### src/rtl/uart_pkg.sv
// Shared types for the UART transmitter: parity selection, TX FSM states and
// an even-parity helper sized for the widest legal data word.
package uart_pkg;

   localparam int unsigned MAX_DATA_W = 9;

   typedef enum logic [1:0] {
      PAR_NONE = 2'b00,
      PAR_EVEN = 2'b01,
      PAR_ODD  = 2'b10
   } parity_e;

   typedef enum logic [2:0] {
      IDLE,
      START,
      DATA,
      PARITY,
      STOP
   } tx_state_e;

   // Callers zero-extend narrower words; zero bits do not disturb the XOR.
   function automatic logic even_parity(input logic [MAX_DATA_W-1:0] v);
      return ^v;
   endfunction

endpackage

### src/rtl/uart_sync_fifo.sv
// Single-clock word FIFO with registered occupancy; full/empty derive from
// the level register, so a same-cycle pop never re-opens a full FIFO early.
module uart_sync_fifo #(
   parameter int unsigned DATA_W     = 8,
   parameter int unsigned FIFO_DEPTH = 4
) (
   input  logic                        clk,
   input  logic                        rst,
   input  logic                        push,
   input  logic [DATA_W-1:0]           wr_data,
   input  logic                        pop,
   output logic [DATA_W-1:0]           rd_data,
   output logic                        full,
   output logic                        empty,
   output logic [$clog2(FIFO_DEPTH):0] level
);
   localparam int unsigned AW = $clog2(FIFO_DEPTH);

   logic [DATA_W-1:0] mem_q [FIFO_DEPTH];
   logic [AW-1:0]     wr_ptr_q, wr_ptr_d;
   logic [AW-1:0]     rd_ptr_q, rd_ptr_d;
   logic [AW:0]       level_q, level_d;
   logic              do_push, do_pop;

   assign full    = (level_q == (AW+1)'(FIFO_DEPTH));
   assign empty   = (level_q == '0);
   assign level   = level_q;
   assign rd_data = mem_q[rd_ptr_q];

   always_comb begin
      do_push  = push && !full;
      do_pop   = pop && !empty;
      wr_ptr_d = wr_ptr_q;
      rd_ptr_d = rd_ptr_q;
      level_d  = level_q;
      if (do_push) wr_ptr_d = wr_ptr_q + AW'(1);
      if (do_pop)  rd_ptr_d = rd_ptr_q + AW'(1);
      case ({do_push, do_pop})
         2'b10:   level_d = level_q + (AW+1)'(1);
         2'b01:   level_d = level_q - (AW+1)'(1);
         default: level_d = level_q;
      endcase
   end

   always_ff @(posedge clk or posedge rst) begin
      if (rst) begin
         wr_ptr_q <= '0;
         rd_ptr_q <= '0;
         level_q  <= '0;
      end else begin
         wr_ptr_q <= wr_ptr_d;
         rd_ptr_q <= rd_ptr_d;
         level_q  <= level_d;
      end
   end

   always_ff @(posedge clk) begin
      if (do_push) mem_q[wr_ptr_q] <= wr_data;
   end

endmodule

### src/rtl/uart_tx_fifo_ctrl.sv
// Buffered UART transmitter: word FIFO feeding a start/data/parity/stop framer
// with per-frame latched baud divisor, parity mode and stop-bit count.
module uart_tx_fifo_ctrl
   import uart_pkg::*;
#(
   parameter int unsigned DATA_W     = 8,
   parameter int unsigned FIFO_DEPTH = 4,
   parameter int unsigned DIV_W      = 16
) (
   input  logic                        clk,
   input  logic                        rst,
   input  logic [DATA_W-1:0]           tx_data,
   input  logic                        tx_valid,
   output logic                        tx_ready,
   input  logic [DIV_W-1:0]            baud_div,
   input  logic [1:0]                  parity_mode,
   input  logic                        two_stop,
   output logic                        serial_out,
   output logic                        busy,
   output logic [$clog2(FIFO_DEPTH):0] fifo_level
);
   localparam int unsigned CW = $clog2(DATA_W);

   tx_state_e             state_q, state_d;
   logic [DIV_W-1:0]      baud_cnt_q, baud_cnt_d;
   logic [DIV_W-1:0]      div_q, div_d;
   logic [CW-1:0]         bit_cnt_q, bit_cnt_d;
   logic [DATA_W-1:0]     shreg_q, shreg_d;
   logic                  par_en_q, par_en_d;
   logic                  par_bit_q, par_bit_d;
   logic                  two_stop_q, two_stop_d;
   logic                  stop2_q, stop2_d;
   logic                  serial_q, serial_d;
   logic                  busy_q, busy_d;

   logic                  fifo_full, fifo_empty, fifo_pop, load, tick;
   logic [DATA_W-1:0]     fifo_rd_data;
   logic [MAX_DATA_W-1:0] par_ext;
   parity_e               par_mode;

   uart_sync_fifo #(
      .DATA_W     (DATA_W),
      .FIFO_DEPTH (FIFO_DEPTH)
   ) u_fifo (
      .clk     (clk),
      .rst     (rst),
      .push    (tx_valid),
      .wr_data (tx_data),
      .pop     (fifo_pop),
      .rd_data (fifo_rd_data),
      .full    (fifo_full),
      .empty   (fifo_empty),
      .level   (fifo_level)
   );

   assign tx_ready   = !fifo_full;
   assign serial_out = serial_q;
   assign busy       = busy_q;

   always_comb begin
      state_d    = state_q;
      baud_cnt_d = baud_cnt_q;
      div_d      = div_q;
      bit_cnt_d  = bit_cnt_q;
      shreg_d    = shreg_q;
      par_en_d   = par_en_q;
      par_bit_d  = par_bit_q;
      two_stop_d = two_stop_q;
      stop2_d    = stop2_q;
      load       = 1'b0;
      fifo_pop   = 1'b0;
      tick       = (baud_cnt_q == div_q);
      par_mode   = parity_e'(parity_mode);
      par_ext    = '0;
      par_ext[DATA_W-1:0] = fifo_rd_data;

      if (state_q != IDLE) baud_cnt_d = tick ? '0 : baud_cnt_q + DIV_W'(1);

      case (state_q)
         IDLE:   if (!fifo_empty) load = 1'b1;
         START:  if (tick) begin
            state_d   = DATA;
            bit_cnt_d = '0;
         end
         DATA:   if (tick) begin
            if (bit_cnt_q == CW'(DATA_W-1)) begin
               state_d = par_en_q ? PARITY : STOP;
               stop2_d = 1'b0;
            end else begin
               bit_cnt_d = bit_cnt_q + CW'(1);
               shreg_d   = shreg_q >> 1;
            end
         end
         PARITY: if (tick) begin
            state_d = STOP;
            stop2_d = 1'b0;
         end
         STOP:   if (tick) begin
            if (two_stop_q && !stop2_q) stop2_d = 1'b1;
            else if (!fifo_empty)       load    = 1'b1;
            else                        state_d = IDLE;
         end
         default: state_d = IDLE;
      endcase

      // Frame config is captured only here, so mid-frame input changes wait.
      if (load) begin
         fifo_pop   = 1'b1;
         state_d    = START;
         baud_cnt_d = '0;
         shreg_d    = fifo_rd_data;
         div_d      = baud_div;
         par_en_d   = (par_mode == PAR_EVEN) || (par_mode == PAR_ODD);
         par_bit_d  = even_parity(par_ext) ^ (par_mode == PAR_ODD);
         two_stop_d = two_stop;
      end

      // Line value follows the state being entered, keeping serial_out a flop.
      case (state_d)
         START:   serial_d = 1'b0;
         DATA:    serial_d = shreg_d[0];
         PARITY:  serial_d = par_bit_d;
         default: serial_d = 1'b1;
      endcase
      busy_d = (state_d != IDLE);
   end

   always_ff @(posedge clk or posedge rst) begin
      if (rst) begin
         state_q    <= IDLE;
         baud_cnt_q <= '0;
         div_q      <= '0;
         bit_cnt_q  <= '0;
         shreg_q    <= '0;
         par_en_q   <= 1'b0;
         par_bit_q  <= 1'b0;
         two_stop_q <= 1'b0;
         stop2_q    <= 1'b0;
         serial_q   <= 1'b1;
         busy_q     <= 1'b0;
      end else begin
         state_q    <= state_d;
         baud_cnt_q <= baud_cnt_d;
         div_q      <= div_d;
         bit_cnt_q  <= bit_cnt_d;
         shreg_q    <= shreg_d;
         par_en_q   <= par_en_d;
         par_bit_q  <= par_bit_d;
         two_stop_q <= two_stop_d;
         stop2_q    <= stop2_d;
         serial_q   <= serial_d;
         busy_q     <= busy_d;
      end
   end

endmodule
### config.mk
export PLATFORM = sky130hd
export DESIGN_NAME = uart_tx_fifo_ctrl
export DESIGN_NICKNAME = d
export VERILOG_FILES = /design/src/rtl/uart_pkg.sv /design/src/rtl/uart_sync_fifo.sv /design/src/rtl/uart_tx_fifo_ctrl.sv
export SDC_FILE = /design/constraint.sdc
export NUM_CORES = 1
export LEC_CHECK = 0
export ABC_CLOCK_PERIOD_IN_PS = 3300
export BUFFER_PORTS_ARGS = -buffer_cell sky130_fd_sc_hd__buf_2
export CAP_MARGIN = 20
export CORE_MARGIN = 1.5
export CORE_UTILIZATION = 30
export DETAILED_ROUTE_END_ITERATION = 6
export PLACE_DENSITY = 0.43
export SYNTH_ARGS = -nofsm -noshare
export SYNTH_HDL_FRONTEND = slang
export SYNTH_HIERARCHICAL = 1
export SYNTH_SLANG_ARGS = --single-unit
export TNS_END_PERCENT = 20
### constraint.sdc
create_clock -name clk -period 3.3 [get_ports clk]
set_input_delay 0.165 -clock clk [delete_from_list [all_inputs] [get_ports clk]]
set_output_delay 0.165 -clock clk [all_outputs]
set_load 0.02 [all_outputs]
==> reports/qor.yml, run 1 <==
start_util: 0.307
crit_arrival_ns: 3.01
clock.fmax_mhz: 366
crit_path_top_delay_cell: "dfrtp_1"
drt_wl_total_um: 8640
p_per_area_nw_per_um2: 832
post-place-ws_ns: 0.566
setup_viol_count_final: 0
wl_per_cell_um: 14.7
drv_slew: 0
antenna_cells: 0
grt_pass1_vias: 2780
p_sw_frac: 0.351
cp_top_family: "simple AND/OR/NAND/NOR gates"
fin_crit_sh: 0.828
grt_max_degree: 35
fin_ws_ns: 0.566
dieArea_um2: 14900
critPathMaxStageDelay_ns: 0.44
worstHoldPathType: "input port to flip-flop"
antenna_left: 0
drc: 0
synth_top_area_frac: 0.340
gp_congestion: 0.772
io_pins: 36
rsz0062_at_grt: "no"
hpwl_um: 6100
required_ns: 3.57
htreeDepth: 3
grt_pass1_wl_um: 14500
final_cell_mix: "nand2_1, dfrtp_1, buf_2, edfxtp_1, xor2_1"
synth_cells: 361
intPower_mw: 2.67
synth.distinct_cells: 53
worstPathBufferInverterCount: 2
syn_nets: 401
cp-end-kind: "flip-flop"
synth-edff-count: 32
maxSlewHeadroom: 0.512
worst_pin_slew_ns: 0.732
cts_tree: "done"
crit_type: "flip-flop to flip-flop"
finClkSkew_ns: 0.00837
yosys-top-cells-area: "dfrtp_1, edfxtp_1, nand2_1"
synth_top_cell_by_area: "dfrtp_1"
power_mw: 4.11
ys_warn_count: 6
syn_to_final_growth_pct: 15.9
cp-start-kind: "flip-flop"
synth_area_um2: 4260
synth_seq_area_share: 0.572
gr-usage-all-layers: 0.129
cts_root_buf: "clkbuf_16"
fin_area_um2: 4940
synth.avg_cell_area_um2: 11.8
switchingPower_mw: 1.44
pwr-share-seq: 0.438
finalSetupTns_ns: 0
num_vias: 2685
antenna_found_initial: 0
post-route-min-period_ns: 2.73
rows: 43
gr-total-overflow: 0
cts-resized-gates: 0
placed_cell_area_um2: 4640
layout.nets: 443
core_area_um2: 13900
clk_latency_ns: 0.35
crit_chain: "xor2_1, nor4_1, nand4_1, a21o_1, inv_2, o31a_2, ha_1, inv_1, fa_1, xor2_1, nor2_1, xor2_1"
critPathMostFrequentCell: "xor2_1"
final_common_cell: "nand2_1"
synth_ff_type: "dfrtp_1"
clkPwrFrac: 0.243
die_h_um: 122
r2r_setup_slack_ns: 0.57
p_comb_frac: 0.319
io_buffer_count: 35
via_per_inst: 4.57
ys_seq_elements: 91
cts_made_buffers: 9
ys_async_sr_fraction: 0.648
clkSinkCount: 91
cap_violations: 0
leakage_nw: 2.21
drive_gt1_frac: 0.201
die_w_um: 122
crit_fanout: 5
drtIter0Drc: 113
ir_worst_vdd_v: 0.000299
cts_max_path_buffers: 2
status: "finished clean"
firstDrtPassIters: 4
clk_pin_slew_worst_paths_ns: 0.07
hold_violations: 0
==> flip-flops by register name (all words and copies together) (netlist names), 2 cells and up <==
register and cells:
u_fifo/level 3, u_fifo/mem_q 32, div_q 16, shreg_q 8
u_fifo/rd_ptr_q 2, u_fifo/wr_ptr_q 2, bit_cnt_q 3, state_q 3
baud_cnt_q 16
==> tightest hold or removal path, cell delays in order <==
cell	delay, ns
buf_2	0.08
nand2_1	0.04
nand2_1	0.04
==> cell type report <==
cell class,count,area (um2)
Inverter,15,56.3
Fill cell,1386,8940
Multi-Input combinational cell,243,1700
Clock buffer,9,225
Timing Repair Buffer,43,240
Tap cell,180,225
Clock inverter,7,58.8
Sequential cell,91,2440
==> power groups by stage <==
| stage | logic, mW | registers (mW) | clock network, mW |
|---|---|---|---|
| after floorplan | 1.06 | 1.74 | 0 |
| after global placement | 1.33 | 1.83 | 0 |
| after detailed placement | 1.33 | 1.83 | 0 |
| after CTS | 1.35 | 1.81 | 1.03 |
| after global routing | 1.48 | 1.86 | 1.07 |
| final | 1.31 | 1.80 | 1.00 |
==> path summary, 6_finish.rpt <==
| check | cells after the start | endpoint | from |
|---|---|---|---|
| hold reg to reg | 1 | shreg_q[2]$_DFFE_PP0P_ | shreg_q[2]$_DFFE_PP0P_ |
| min in group asynchronous | 3 | u_fifo/wr_ptr_q[1]$_DFFE_PP0P_ | rst |
| max in group asynchronous | 4 | serial_out$_DFF_PP1_ | rst |
| setup reg to reg | 12 | u_fifo/level[2]$_DFFE_PP0P_ | baud_cnt_q[9]$_DFFE_PP0P_ |
| setup / recovery | 12 | u_fifo/level[2]$_DFFE_PP0P_ | baud_cnt_q[9]$_DFFE_PP0P_ |
| hold / removal | 3 | div_q[6]$_DFFE_PP0N_ | baud_div[6] |
==> cell usage after synthesis, drive strengths merged, types with 2 or more instances <==
cell type   n
nand2      71
dfrtp      58
edfxtp     32
xor2       25
nor2       20
inv        15
xnor2      15
a22o       10
nand3      10
ha          9
o21ai       9
mux4        8
a21o        7
and2        7
buf         7
a21oi       6
and3        6
clkbuf      5
mux2i       5
nand4       4
nor3        4
nor4        4
nor2b       3
or3         3
and4        2
nand2b      2
==> metrics by stage <==
step	hold WS, ns	util	instances
2_1_floorplan	-0.0316	-	361
3_3_place_gp	0.144	0.334	570
3_5_place_dp	0.141	0.334	570
4_1_cts	0.00120	0.356	588
5_1_grt	0.0113	0.356	588
6_report	0.00617	0.356	588
==> kinds of logic after synthesis <==
logic type | count (synthesis) | share of synthesized area
flip-flops | 91 | 0.572
XOR/XNOR | 40 | 0.0822
buffers and inverters | 27 | 0.0296
multiplexers | 14 | 0.0584
adder cells (fa/ha/maj) | 10 | 0.0311
AO/OA/AOI/OAI | 41 | 0.0684
AND/OR/NAND/NOR | 138 | 0.158
==> layer usage <==
layer  share of wire  wire, um  vias to the layer above  GRT usage
met5               0         0                        -          0
met4           0.021       185                        0     0.0610
met3           0.031       269                       14     0.0288
met2            0.44      3790                       48      0.196
met1            0.51      4390                     1290      0.176
li1                -         -                     1333          -
==> repair_timing <==
action / CTS / global route
hold buffers: 2 / 0
buffers inserted: 0 / 0
hold endpoints to repair: 41 / 0
Note: power is estimated with default switching activity, not from simulation.
==> inputs of run 2 (changes only) <==
--- a/config.mk
+++ b/config.mk
@@ -5,13 +5,14 @@
 export SDC_FILE = /design/constraint.sdc
 export NUM_CORES = 1
 export LEC_CHECK = 0
-export ABC_CLOCK_PERIOD_IN_PS = 3300
+export ABC_AREA = 1
+export ABC_CLOCK_PERIOD_IN_PS = 2300
 export BUFFER_PORTS_ARGS = -buffer_cell sky130_fd_sc_hd__buf_2
 export CAP_MARGIN = 20
 export CORE_MARGIN = 1.5
 export CORE_UTILIZATION = 30
 export DETAILED_ROUTE_END_ITERATION = 6
-export PLACE_DENSITY = 0.43
+export PLACE_DENSITY = 0.44
 export SYNTH_ARGS = -nofsm -noshare
 export SYNTH_HDL_FRONTEND = slang
 export SYNTH_HIERARCHICAL = 1
==> constraint.sdc (replaced) <==
create_clock -name clk -period 2.3 [get_ports clk]
set_input_delay 0.115 -clock clk [delete_from_list [all_inputs] [get_ports clk]]
set_output_delay 0.115 -clock clk [all_outputs]
set_load 0.02 [all_outputs]
==> run 2 against run 1 <==
Clock skew up 0.0026 ns. Via count up 38%. Hold slack better by 0.021 ns. Utilization up 2.6 points. Largest power group is now combinational cells. Global-route usage up 0.87 points.
==> reports/qor.yml, run 2 <==
status: "finished clean"
clk_pin_slew_worst_paths_ns: 0.07
synth_cells: 551
fin_crit_sh: 0.957
reg_top3: "u_fifo/mem_q: 32 flops, baud_cnt_q: 16 flops, div_q: 16 flops"
grt_busiest_layer: "met2"
antenna_found_initial: 0
cts_max_path_buffers: 2
intPower_mw: 3.90
ir_worst_vdd_v: 0.000444
antenna_left: 0
worst_pin_slew_ns: 0.613
post-route-min-period_ns: 2.20
io_buffer_count: 35
drc: 0
cp_top_family: "simple AND/OR/NAND/NOR gates"
die_h_um: 129
wl_per_cell_um: 12.4
syn_to_final_growth_pct: 23.3
hold_violations: 0
clkSinkCount: 91
io_pins: 36
n_fill_cell: 1606
gr-total-overflow: 0
num_vias: 3704
regMostFlops: "u_fifo/mem_q"
reg2reg_depth: 17
p_comb_frac: 0.393
drv_slew: 0
synth.distinct_cells: 41
cap_violations: 0
clk_latency_ns: 0.35
clock.fmax_mhz: 454
clkPwrFrac: 0.226
crit_type: "flip-flop to flip-flop"
use_met3: 0.0337
p_per_area_nw_per_um2: 1100
rsz0062_at_grt: "yes"
gp_congestion: 0.809
layout.nets: 672
rows: 45
drtIter0Drc: 158
crit_arrival_ns: 2.44
synth_top_area_frac: 0.306
final_common_cell: "nand2_1"
finClkSkew_ns: 0.0110
setup_viol_count_final: 0
critPathMaxStageDelay_ns: 0.44
ys_async_sr_fraction: 0.648
crit_chain: "inv_2, nand2_2, nand2_1, nor2_2, nand2_2, nor2_4, nand4_4, nand2_4, nand2_2, inv_2, ha_4, inv_2, fa_2, nand2_1, nand3_1, nand2_1, nand2_1"
critPathMostFrequentCell: "nand2_1"
syn_nets: 591
maxSlewHeadroom: 0.588
hold_ws_ns: 0.0273
grt_pass1_wl_um: 17800
largest_reg_flops: 32
htreeDepth: 3
hp-start: "baud_div[0]"
firstDrtPassIters: 4
gr-usage-all-layers: 0.138
antenna_cells: 0
ys_seq_elements: 91
synth-edff-count: 32
start_util: 0.310
synth_area_um2: 4740
dieArea_um2: 16600
via_per_inst: 4.37
synth_ff_type: "dfrtp_1"
pwr-share-seq: 0.382
cp-start-kind: "flip-flop"
synth.most_common_cell: "nand2_1"
cts_tree: "done"
whs_endpoint: "div_q[0]$_DFFE_PP0N_"
cts_made_buffers: 9
synth_top_cell_by_area: "dfrtp_1"
fin_area_um2: 5850
grt_max_degree: 47
core_area_um2: 15300
p_sw_frac: 0.393
synth_seq_area_share: 0.514
r2r_setup_slack_ns: 0.1
yosys-top-cells-count: "nand2_1, inv_1, dfrtp_1"
synth.avg_cell_area_um2: 8.61
grt_pass1_vias: 3647
hpwl_um: 7500
grtUsageMet2: 0.206
crit_fanout: 5
final_cell_mix: "nand2_1, inv_1, dfrtp_1, buf_2, edfxtp_1"
worstPathBufferInverterCount: 3
grt_use_met1: 0.192
reg2reg_to: "u_fifo/level[2]$_DFFE_PP0P_"
required_ns: 2.54
drt_wl_total_um: 10500
switchingPower_mw: 2.52
leakage_nw: 2.80
cts_root_buf: "clkbuf_16"
die_w_um: 129
power_mw: 6.42
r2r-start: "baud_cnt_q[10]$_DFFE_PP0P_"
ys_warn_count: 6
yosys-top-cells-area: "dfrtp_1, edfxtp_1, nand2_1"
drive_gt1_frac: 0.196
crit_path_top_delay_cell: "dfrtp_1"
min_path_cells: 3
cp-end-kind: "flip-flop"
worstHoldPathType: "input port to flip-flop"
placed_cell_area_um2: 5250
==> run 2: layer usage <==
layer | share of wire | vias to the layer above
li1 | - | 1934
met4 | 0.014 | 0
met1 | 0.53 | 1723
met3 | 0.029 | 10
met5 | 0 | -
met2 | 0.43 | 37
==> run 2: layout make-up <==
class                      count  area (um2)  share of cell area
timing repair buffer          81         593               0.101
inverter                     101         380              0.0650
clock buffer                   9         225              0.0385
sequential                    91        2440               0.418
multi-input combinational    348        1880               0.322
tap                          211         264              0.0451
clock inverter                 7        60.1              0.0103
==> run 2: worst max path at each step <==
stage	start	to	depth (start not counted)
6_report	baud_cnt_q[10]$_DFFE_PP0P_	u_fifo/level[2]$_DFFE_PP0P_	17
5_1_grt	baud_cnt_q[10]$_DFFE_PP0P_	u_fifo/level[2]$_DFFE_PP0P_	17
4_1_cts	baud_cnt_q[6]$_DFFE_PP0P_	u_fifo/level[1]$_DFFE_PP0P_	14
3_5_place_dp	baud_cnt_q[10]$_DFFE_PP0P_	u_fifo/level[2]$_DFFE_PP0P_	17
3_3_place_gp	baud_cnt_q[10]$_DFFE_PP0P_	u_fifo/level[2]$_DFFE_PP0P_	17
2_1_floorplan	baud_cnt_q[11]$_DFFE_PP0P_	u_fifo/level[1]$_DFFE_PP0P_	15
==> run 2: repair_timing <==
item / 4_1_cts / 5_1_grt
resized for setup: 0 / 11
hold buffers: 24 / 0
endpoints found under the hold margin: 105 / 0
setup endpoints to repair: 0 / 4
setup buffers: 0 / 6
==> run 2: power groups by stage <==
stage / Sequential, mW / Combinational, mW / Clock (mW)
after floorplan: 2.46 / 1.80 / 0
after global placement: 2.48 / 2.41 / 0
after detailed placement: 2.48 / 2.44 / 0
after CTS: 2.45 / 2.48 / 1.50
after global routing: 2.51 / 2.90 / 1.57
final: 2.45 / 2.52 / 1.45
==> run 2: logic make-up after synthesis <==
| logic type | synth area share |
|---|---|
| and+or+nand+nor | 0.245 |
| buffers and inverters | 0.100 |
| DFF | 0.514 |
| AOI/OAI and AO/OA | 0.0857 |
| xor gates and xnor gates | 0.0222 |
| adders and majority gates | 0.0280 |
| muxes | 0.00527 |
==> run 2: worst register-to-register path: stages, from the launching register on <==
cell	delay, ns
dfrtp_1	0.44
inv_2	0.07
nand2_2	0.05
nand2_1	0.05
nor2_2	0.14
nand2_2	0.10
nor2_4	0.14
nand4_4	0.13
nand2_4	0.09
nand2_2	0.06
inv_2	0.06
ha_4	0.12
inv_2	0.04
fa_2	0.34
nand2_1	0.09
nand3_1	0.07
nand2_1	0.06
nand2_1	0.04
==> run 2: stage by stage <==
stage | instances | utilization | worst slack, ns | setup TNS, ns
5_1_grt | 848 | 0.382 | -0.0145 | -0.0145
2_1_floorplan | 551 | - | 0.0351 | 0
4_1_cts | 842 | 0.377 | 0.0260 | 0
3_3_place_gp | 802 | 0.343 | 0.0665 | 0
6_report | 848 | 0.382 | 0.0980 | 0
3_5_place_dp | 802 | 0.343 | 0.0480 | 0
